[config.mk]
export PLATFORM = sky130hd
export DESIGN_NAME = systolic_matmul
export DESIGN_NICKNAME = d
export VERILOG_FILES = /design/src/rtl/systolic_matmul.sv
export SDC_FILE = /design/constraint.sdc
export NUM_CORES = 1
export LEC_CHECK = 0
export ABC_CLOCK_PERIOD_IN_PS = 20100
export CAP_MARGIN = 20
export CELL_PAD_IN_SITES_DETAIL_PLACEMENT = 0
export CELL_PAD_IN_SITES_GLOBAL_PLACEMENT = 1
export CORE_MARGIN = 2
export CORE_UTILIZATION = 49
export CTS_CLUSTER_SIZE = 14
export DETAILED_ROUTE_END_ITERATION = 10
export GPL_TIMING_DRIVEN = 0
export PLACE_DENSITY_LB_ADDON = 0.1
export SYNTH_ARGS = -nofsm -noshare
export SYNTH_HDL_FRONTEND = slang
export SYNTH_SLANG_ARGS = --single-unit
[constraint.sdc]
create_clock -name clk -period 20.1 [get_ports clk]
set_input_delay 5.025 -clock clk [delete_from_list [all_inputs] [get_ports clk]]
set_output_delay 5.025 -clock clk [all_outputs]
set_load 0.005 [all_outputs]
[src/rtl/systolic_matmul.sv]
// systolic_matmul: N x N output-stationary systolic matrix multiplier.
// Computes C = A*B (or C += A*B) on unsigned operands using N*N registered MAC PEs.
// A streams in from the left edge and B from the top edge, each skewed by one cycle
// per row/column, so that A[i][k] and B[k][j] meet in PE(i,j) at RUN step i+k+j.
module systolic_matmul #(
  parameter int N  = 4,
  parameter int DW = 3,
  parameter int AW = 2*DW+$clog2(N)
) (
  input  logic              clk,
  input  logic              rst,
  input  logic              in_valid,
  output logic              in_ready,
  input  logic              in_accum,
  input  logic [N*N*DW-1:0] a_flat,
  input  logic [N*N*DW-1:0] b_flat,
  output logic              out_valid,
  input  logic              out_ready,
  output logic [N*N*AW-1:0] c_flat,
  output logic              busy
);

  localparam int TW    = $clog2(3*N);
  localparam int TLAST = 3*N-2;
  localparam int PW    = (AW > 2*DW) ? AW : 2*DW;

  typedef enum logic [1:0] {IDLE, RUN, DONE} state_t;

  state_t          state, state_nx;
  logic [TW-1:0]   t;
  logic            accept;
  logic            last_step;

  logic [DW-1:0]   a_op  [N][N];
  logic [DW-1:0]   b_op  [N][N];
  logic [DW-1:0]   a_pe  [N][N];
  logic [DW-1:0]   b_pe  [N][N];
  logic [AW-1:0]   acc   [N][N];
  logic [AW-1:0]   acc_nx[N][N];
  logic [DW-1:0]   a_inj [N];
  logic [DW-1:0]   b_inj [N];

  assign accept    = (state == IDLE) && in_valid;
  assign last_step = (state == RUN) && (t == TLAST[TW-1:0]);

  // State register
  always_ff @(posedge clk) begin
    if (rst) state <= IDLE;
    else     state <= state_nx;
  end

  // Next-state logic
  always_comb begin
    state_nx = state;
    case (state)
      IDLE:    if (in_valid)  state_nx = RUN;
      RUN:     if (last_step) state_nx = DONE;
      DONE:    if (out_ready) state_nx = IDLE;
      default: state_nx = IDLE;
    endcase
  end

  // Handshake/status outputs decoded from state
  always_comb begin
    in_ready  = (state == IDLE);
    busy      = (state == RUN);
    out_valid = (state == DONE);
  end

  // Skewed edge injection: row i gets A[i][t-i], column j gets B[t-j][j], else zero
  always_comb begin
    for (int unsigned i = 0; i < N; i++) begin
      a_inj[i] = '0;
      b_inj[i] = '0;
      for (int unsigned k = 0; k < N; k++) begin
        if (32'(t) == i + k) begin
          a_inj[i] = a_op[i][k];
          b_inj[i] = b_op[k][i];
        end
      end
    end
  end

  // MAC: full 2*DW product, added modulo 2^AW
  always_comb begin
    for (int unsigned i = 0; i < N; i++) begin
      for (int unsigned j = 0; j < N; j++) begin
        logic [PW-1:0] sum;
        sum = PW'(acc[i][j]) + PW'(PW'(a_pe[i][j]) * PW'(b_pe[i][j]));
        acc_nx[i][j] = sum[AW-1:0];
      end
    end
  end

  // Operand capture, PE pipeline shift, accumulation and step counter
  always_ff @(posedge clk) begin
    if (rst) begin
      t <= '0;
      for (int unsigned i = 0; i < N; i++) begin
        for (int unsigned j = 0; j < N; j++) begin
          a_op[i][j] <= '0;
          b_op[i][j] <= '0;
          a_pe[i][j] <= '0;
          b_pe[i][j] <= '0;
          acc[i][j]  <= '0;
        end
      end
    end else if (accept) begin
      t <= '0;
      for (int unsigned i = 0; i < N; i++) begin
        for (int unsigned j = 0; j < N; j++) begin
          a_op[i][j] <= a_flat[(i*N+j)*DW +: DW];
          b_op[i][j] <= b_flat[(i*N+j)*DW +: DW];
          a_pe[i][j] <= '0;
          b_pe[i][j] <= '0;
          if (!in_accum) acc[i][j] <= '0;
        end
      end
    end else if (state == RUN) begin
      t <= t + 1'b1;
      for (int unsigned i = 0; i < N; i++) begin
        for (int unsigned j = 0; j < N; j++) begin
          if (j == 0) a_pe[i][j] <= a_inj[i];
          else        a_pe[i][j] <= a_pe[i][j-1];
          if (i == 0) b_pe[i][j] <= b_inj[j];
          else        b_pe[i][j] <= b_pe[i-1][j];
          acc[i][j] <= acc_nx[i][j];
        end
      end
    end
  end

  // Result bus driven straight from the accumulators
  always_comb begin
    c_flat = '0;
    for (int unsigned i = 0; i < N; i++) begin
      for (int unsigned j = 0; j < N; j++) begin
        c_flat[(i*N+j)*AW +: AW] = acc[i][j];
      end
    end
  end

endmodule

==> impl_metrics.toml, run 1 <==
[synthesis]
syn_nets = 2065
ys_seq_area_frac = 0.492
async_flop_share = 0
synth_commonest_cells = "edfxtp_1, and2_1, inv_1, ha_1, nand2_1"
synth_top_area_share = 0.486
syn_area_mm2 = 0.0198
netlist_instances = 1736
synth_top_area_cell = "edfxtp_1"
synth-edff-count = 320
synth-seq-cells = 326
yosysWarnings = 0
synthTopCellsByArea = "edfxtp_1, ha_1, and2_1"
synthFlopType = "edfxtp_1"
ys_types = 54
synth.most_common_cell = "edfxtp_1"
avgSynthCellArea_um2 = 11.4

[finish]
finalNonFillerCells = 2570
design_area_mm2 = 0.0242
fin_nets = 2345
drive_gt1_frac = 0.0460
fillers = 3368
postLayoutCoreUtil = 0.608
areaGrowthSynthToFinish_pct = 22.3

[routing]
drt_pre_antenna_iters = 4
routed_wl_mm = 48.2
ant_nets = 0
vias_per_cell = 5.32
vias = 13700
drcViolationCount = 0
drtIter0Drc = 825
wl_per_cell_um = 18.7

[grt]
grt.overflow.total = 0
first_global_vias = 13800
grt_max_degree = 52
antenna_found_initial = 1
grt_pass1_wl_mm = 74.5
grt_usage = 0.233

[critical_path]
reg2reg_from = "state[0]"
slowest_delay_ns = 0.89
worstSetupEndpointType = "register"
regToRegSetupSlack_ns = 17.02
crit_arrival_ns = 7.98
critPathMaxFanout = 10
cp_num_buf_inv = 5
path_cells = "clkdlybuf4s50_1, buf_2, or3b_1, buf_6, clkbuf_1, clkbuf_1, nor2_1"
cpLargestDelayFamily = "buffers and inverters"
cp.required_ns = 20.36
criticalPathCategory = "in2reg"
crit_slowest_cell = "clkbuf_1"
cp_common_cell = "clkbuf_1"
reg2regPathDepth = 6
crit_path_start_kind = "input pin"
r2r_end = "a_pe[0][11]"

[power_and_ir_drop]
p_leak_nw = 10.0
power.density_mw_per_mm2 = 72.0
ir_drop_v = 0.0000508

[sta]
tns_ns = 0
worstMarginPinSlew_ns = 1.16
drv_slew = 0
fmax_ghz = 0.129
finalSetupViolCount = 0
setup_ws_ns = 12.38
fin_crit_sh = 0.384
hold_viol_final = 0
fin_skew_ns = 0.0100
layout_min_cycle_time_ns = 7.72
rsz0062_at_grt = "no"
max-slew-margin-rel = 0.226

[floorplanning]
die_h_um = 205
dieArea_mm2 = 0.0420
core-area_mm2 = 0.0398
start_util = 0.497
die_x_um = 205
fp-row-count = 73
ios = 232

[placed_design]
placed_cells = 2500
portBuffers = 231
place_congestion = 0.830
dpl-instance-area_mm2 = 0.0230
dp_hpwl_mm = 36.6
dp_slack_ns = 11.77

[clock_network]
path_clk_slew_ns = 0.06
tritoncts = "done"
clkLatencyLatePin_ns = 0.55
clkSinkCount = 326
post_cts_resized = 0
cts_root_buffer = "clkbuf_16"
clock_path_buffers = 3
htree_num_levels = 2
cts_setup_buffers = 0
postCtsHoldBufs = 0
cts_buffers = 38

[run]
cap_violations = 0

[min_path]
min_path_type = "reg2reg"
hold_depth = 1
worstHoldEndpoint = "b_pe[0][5]"
hp-start = "b_op[3][5]"

[status]
status = "completed"
sequential cells by signal, indices dropped and copies added, names as in the netlist:
register / flops
acc: 128
b_op: 48
a_pe: 48
state: 2
t: 4
a_op: 48
b_pe: 48
metrics by stage:
stage	hold WS [ns]	power, mW
after floorplan	0.503	0.951
after global placement	0.510	1.06
after detailed placement	0.516	1.07
after CTS	0.527	1.76
after global routing	0.559	1.81
final	0.523	1.74
worst max-delay path by stage:
stage | startpoint | endpoint | slack (ns) | depth (start not counted)
floorplan | in_accum | acc[0][0] | 8.81 | 3
global placement | in_valid | acc[0][17] | 4.73 | 3
detailed placement | rst | a_pe[0][11] | 11.77 | 7
CTS | rst | a_pe[0][11] | 12.32 | 7
global route | rst | acc[0][23] | 12.25 | 7
finish | rst | a_pe[0][11] | 12.38 | 7
kinds of logic (layout without fill, tap and decap cells):
group           Yosys count  after routing  share of synthesized area
buf+inv                 264            572                     0.0519
mux                       9              9                    0.00455
compound gates          252            252                     0.0899
simple gates            636            636                      0.178
other cells               0              1                          0
xor+xnor                 21             21                    0.00930
flops                   326            326                      0.492
fa+ha+maj               228            228                      0.175
power by group:
| part | switching [mW] | internal (mW) |
|---|---|---|
| combinational | 0.107 | 0.107 |
| sequential | 0.0365 | 0.802 |
| clock | 0.282 | 0.408 |
| total | 0.425 | 1.32 |
routing by layer:
metal,up-vias,wire length [um],GRT usage
met4,2,1620,0.0889
li1,6629,-,-
met5,-,13,0
met1,6624,20800,0.301
met3,88,2330,0.0372
met2,327,23400,0.396
area by class of cell:
cell class	count	area, um2	share of cell area
Sequential cell	326	9730	0.402
Multi-Input combinational cell	1146	9060	0.374
Timing Repair Buffer	240	2500	0.103
Clock buffer	45	1040	0.0430
Inverter	210	788	0.0326
Tap cell	525	657	0.0271
Buffer	54	239	0.00987
Clock inverter	23	191	0.00791
Antenna cell	1	2.50	0.000103
cell usage in the layout, fill, tap and decap left out, types with 12 or more instances in the layout:
cell             count
o21ai_0             31
nor2b_1             34
clkbuf_16           41
ha_1               148
clkdlybuf4s50_1    231
a21o_1              28
fa_1                80
edfxtp_1           320
nor2_1              85
nor3b_1             13
a211oi_1            41
nand3_1             14
clkbuf_1            42
a22oi_1             16
buf_2               12
a21oi_1             36
nor3_1              43
inv_1              210
and2_1             292
nand2_1             94
worst reg2reg max path: cells and delay by family (launching register included):
| kind | cells | cell delay (ns) |
|---|---|---|
| buffers and inverters | 4 | 2.14 |
| AND/OR/NAND/NOR | 2 | 0.35 |
| flip-flops | 1 | 0.30 |
Note: power is estimated with default switching activity, not from simulation.
==> run 2: changes to the inputs <==
--- a/config.mk
+++ b/config.mk
@@ -5,12 +5,12 @@
 export SDC_FILE = /design/constraint.sdc
 export NUM_CORES = 1
 export LEC_CHECK = 0
-export ABC_CLOCK_PERIOD_IN_PS = 20100
+export ABC_CLOCK_PERIOD_IN_PS = 6300
 export CAP_MARGIN = 20
 export CELL_PAD_IN_SITES_DETAIL_PLACEMENT = 0
 export CELL_PAD_IN_SITES_GLOBAL_PLACEMENT = 1
 export CORE_MARGIN = 2
-export CORE_UTILIZATION = 49
+export CORE_UTILIZATION = 41
 export CTS_CLUSTER_SIZE = 14
 export DETAILED_ROUTE_END_ITERATION = 10
 export GPL_TIMING_DRIVEN = 0
==> constraint.sdc (replaced) <==
create_clock -name clk -period 6.3 [get_ports clk]
set_input_delay 1.575 -clock clk [delete_from_list [all_inputs] [get_ports clk]]
set_output_delay 1.575 -clock clk [all_outputs]
set_load 0.005 [all_outputs]
==> run 2 against run 1 <==
Net effect:
- clock skew is 0.0057 ns higher
- count of clock-buffer cells in the layout rose by 3
- worst hold slack better by 0.025 ns
- sequential share of layout area shrank 0.43 points
- utilization decreased by 9.4 points
- via count decreased by 0.67%
- critical path depth did not move
==> impl_metrics.toml, run 2 (synthesized netlist as in run 1, its figures left out) <==
[placed_design]
portBuffers = 231
dp_hpwl_mm = 38.4
place_congestion = 0.809
dp_slack_ns = 1.41
dpl-instance-area_mm2 = 0.0231
placed_cells = 2593

[sta]
drv_slew = 0
layout_min_cycle_time_ns = 4.24
finalSetupViolCount = 0
fin_crit_sh = 0.672
tns_ns = 0
fin_skew_ns = 0.0157
worstMarginPinSlew_ns = 1.04
fmax_ghz = 0.236
rsz0062_at_grt = "no"
hold_viol_final = 0
setup_ws_ns = 2.06
max-slew-margin-rel = 0.305

[critical_path]
worstSetupEndpointType = "register"
reg2regPathDepth = 9
crit_path_start_kind = "input pin"
cp_common_cell = "clkbuf_1"
critPathMaxFanout = 10
path_cells = "clkdlybuf4s50_1, buf_2, or3b_1, buf_6, clkbuf_1, clkbuf_1, nor2_1"
crit_arrival_ns = 4.50
criticalPathCategory = "in2reg"
cp.required_ns = 6.57
slowest_delay_ns = 0.83
crit_slowest_cell = "clkbuf_1"

[clock_network]
clkLatencyLatePin_ns = 0.56
tritoncts = "done"
cts_setup_buffers = 0
clkSinkCount = 326
cts_buffers = 41
post_cts_resized = 0
path_clk_slew_ns = 0.06
htree_num_levels = 2
cts_root_buffer = "clkbuf_16"
clock_path_buffers = 3
postCtsHoldBufs = 0

[routing]
drt_pre_antenna_iters = 5
vias_per_cell = 5.09
ant_nets = 0
wl_per_cell_um = 18.8
drtIter0Drc = 866
routed_wl_mm = 50.2
drcViolationCount = 0
vias = 13600

[finish]
largest_register_ffs = 128
fillers = 4289
final_cell_mix = "edfxtp_1, and2_1, clkdlybuf4s50_1, inv_1, ha_1"
largest-register = "acc"
finalNonFillerCells = 2667
drive_gt1_frac = 0.0478
design_area_mm2 = 0.0245
n_antenna_cell = 0
layout_commonest_cell = "edfxtp_1"
areaGrowthSynthToFinish_pct = 23.7
fin_nets = 2352

[floorplanning]
dieArea_mm2 = 0.0500
ios = 232
core-area_mm2 = 0.0476
die_h_um = 224
die_x_um = 224
fp-row-count = 80
start_util = 0.415

[run]
cap_violations = 0

[grt]
antenna_found_initial = 0
grt_usage = 0.201
first_global_vias = 13800
grt_max_degree = 62
grt.overflow.total = 0
grt_pass1_wl_mm = 76.8

[power_and_ir_drop]
pwr-share-clk = 0.409
p_leak_nw = 10.1
p_int_mw = 4.30
comb_power_share = 0.121
p_seq_frac = 0.470
switching_power_mw = 1.39
power.density_mw_per_mm2 = 233
ir_drop_v = 0.000137
swShare = 0.244

[min_path]
min_path_type = "reg2reg"
hold_depth = 1

[status]
status = "completed"
[run 2: cell type report]
class	count	area, um2	share of cell area
Clock inverter	24	214	0.00874
Tap cell	615	769	0.0314
Timing Repair Buffer	244	2570	0.105
Multi-Input combinational cell	1146	9060	0.370
Sequential cell	326	9730	0.398
Inverter	210	788	0.0322
Buffer	54	239	0.00977
Clock buffer	48	1090	0.0447
[run 2: worst paths after layout]
path	slack, ns	to	from
max	2.06	acc[0][23]	rst
min	0.55	b_pe[0][4]	b_op[3][4]
max reg2reg	3.29	acc[0][31]	a_pe[0][10]
min reg2reg	0.55	b_pe[0][4]	b_op[3][4]
[run 2: metal layers]
layer	vias up	global-route usage	routed length [um]
met5	-	0	0
met4	0	0.0680	1280
li1	6635	-	-
met3	77	0.0306	2500
met1	6513	0.259	21700
met2	353	0.348	24800
[run 2: per-stage QoR]
stage	utilization	hold slack (ns)	power, mW
after floorplan	-	0.503	3.03
after global placement	0.480	0.517	3.40
after detailed placement	0.486	0.533	3.42
after CTS	0.513	0.547	5.76
after global routing	0.514	0.569	5.92
final	0.514	0.548	5.69
[run 2: worst max-delay path, delay by kind of cell]
kind,cells,cell delay (ns)
and+or+nand+nor,2,0.31
buffers and inverters,5,2.59
[run 2: power groups by stage]
stage / registers, mW / logic (mW) / clock network, mW
after detailed placement: 2.72 / 0.698 / 0
after global placement: 2.74 / 0.662 / 0
after floorplan: 2.69 / 0.340 / 0
after CTS: 2.68 / 0.702 / 2.38
final: 2.67 / 0.690 / 2.33
after global routing: 2.69 / 0.770 / 2.45
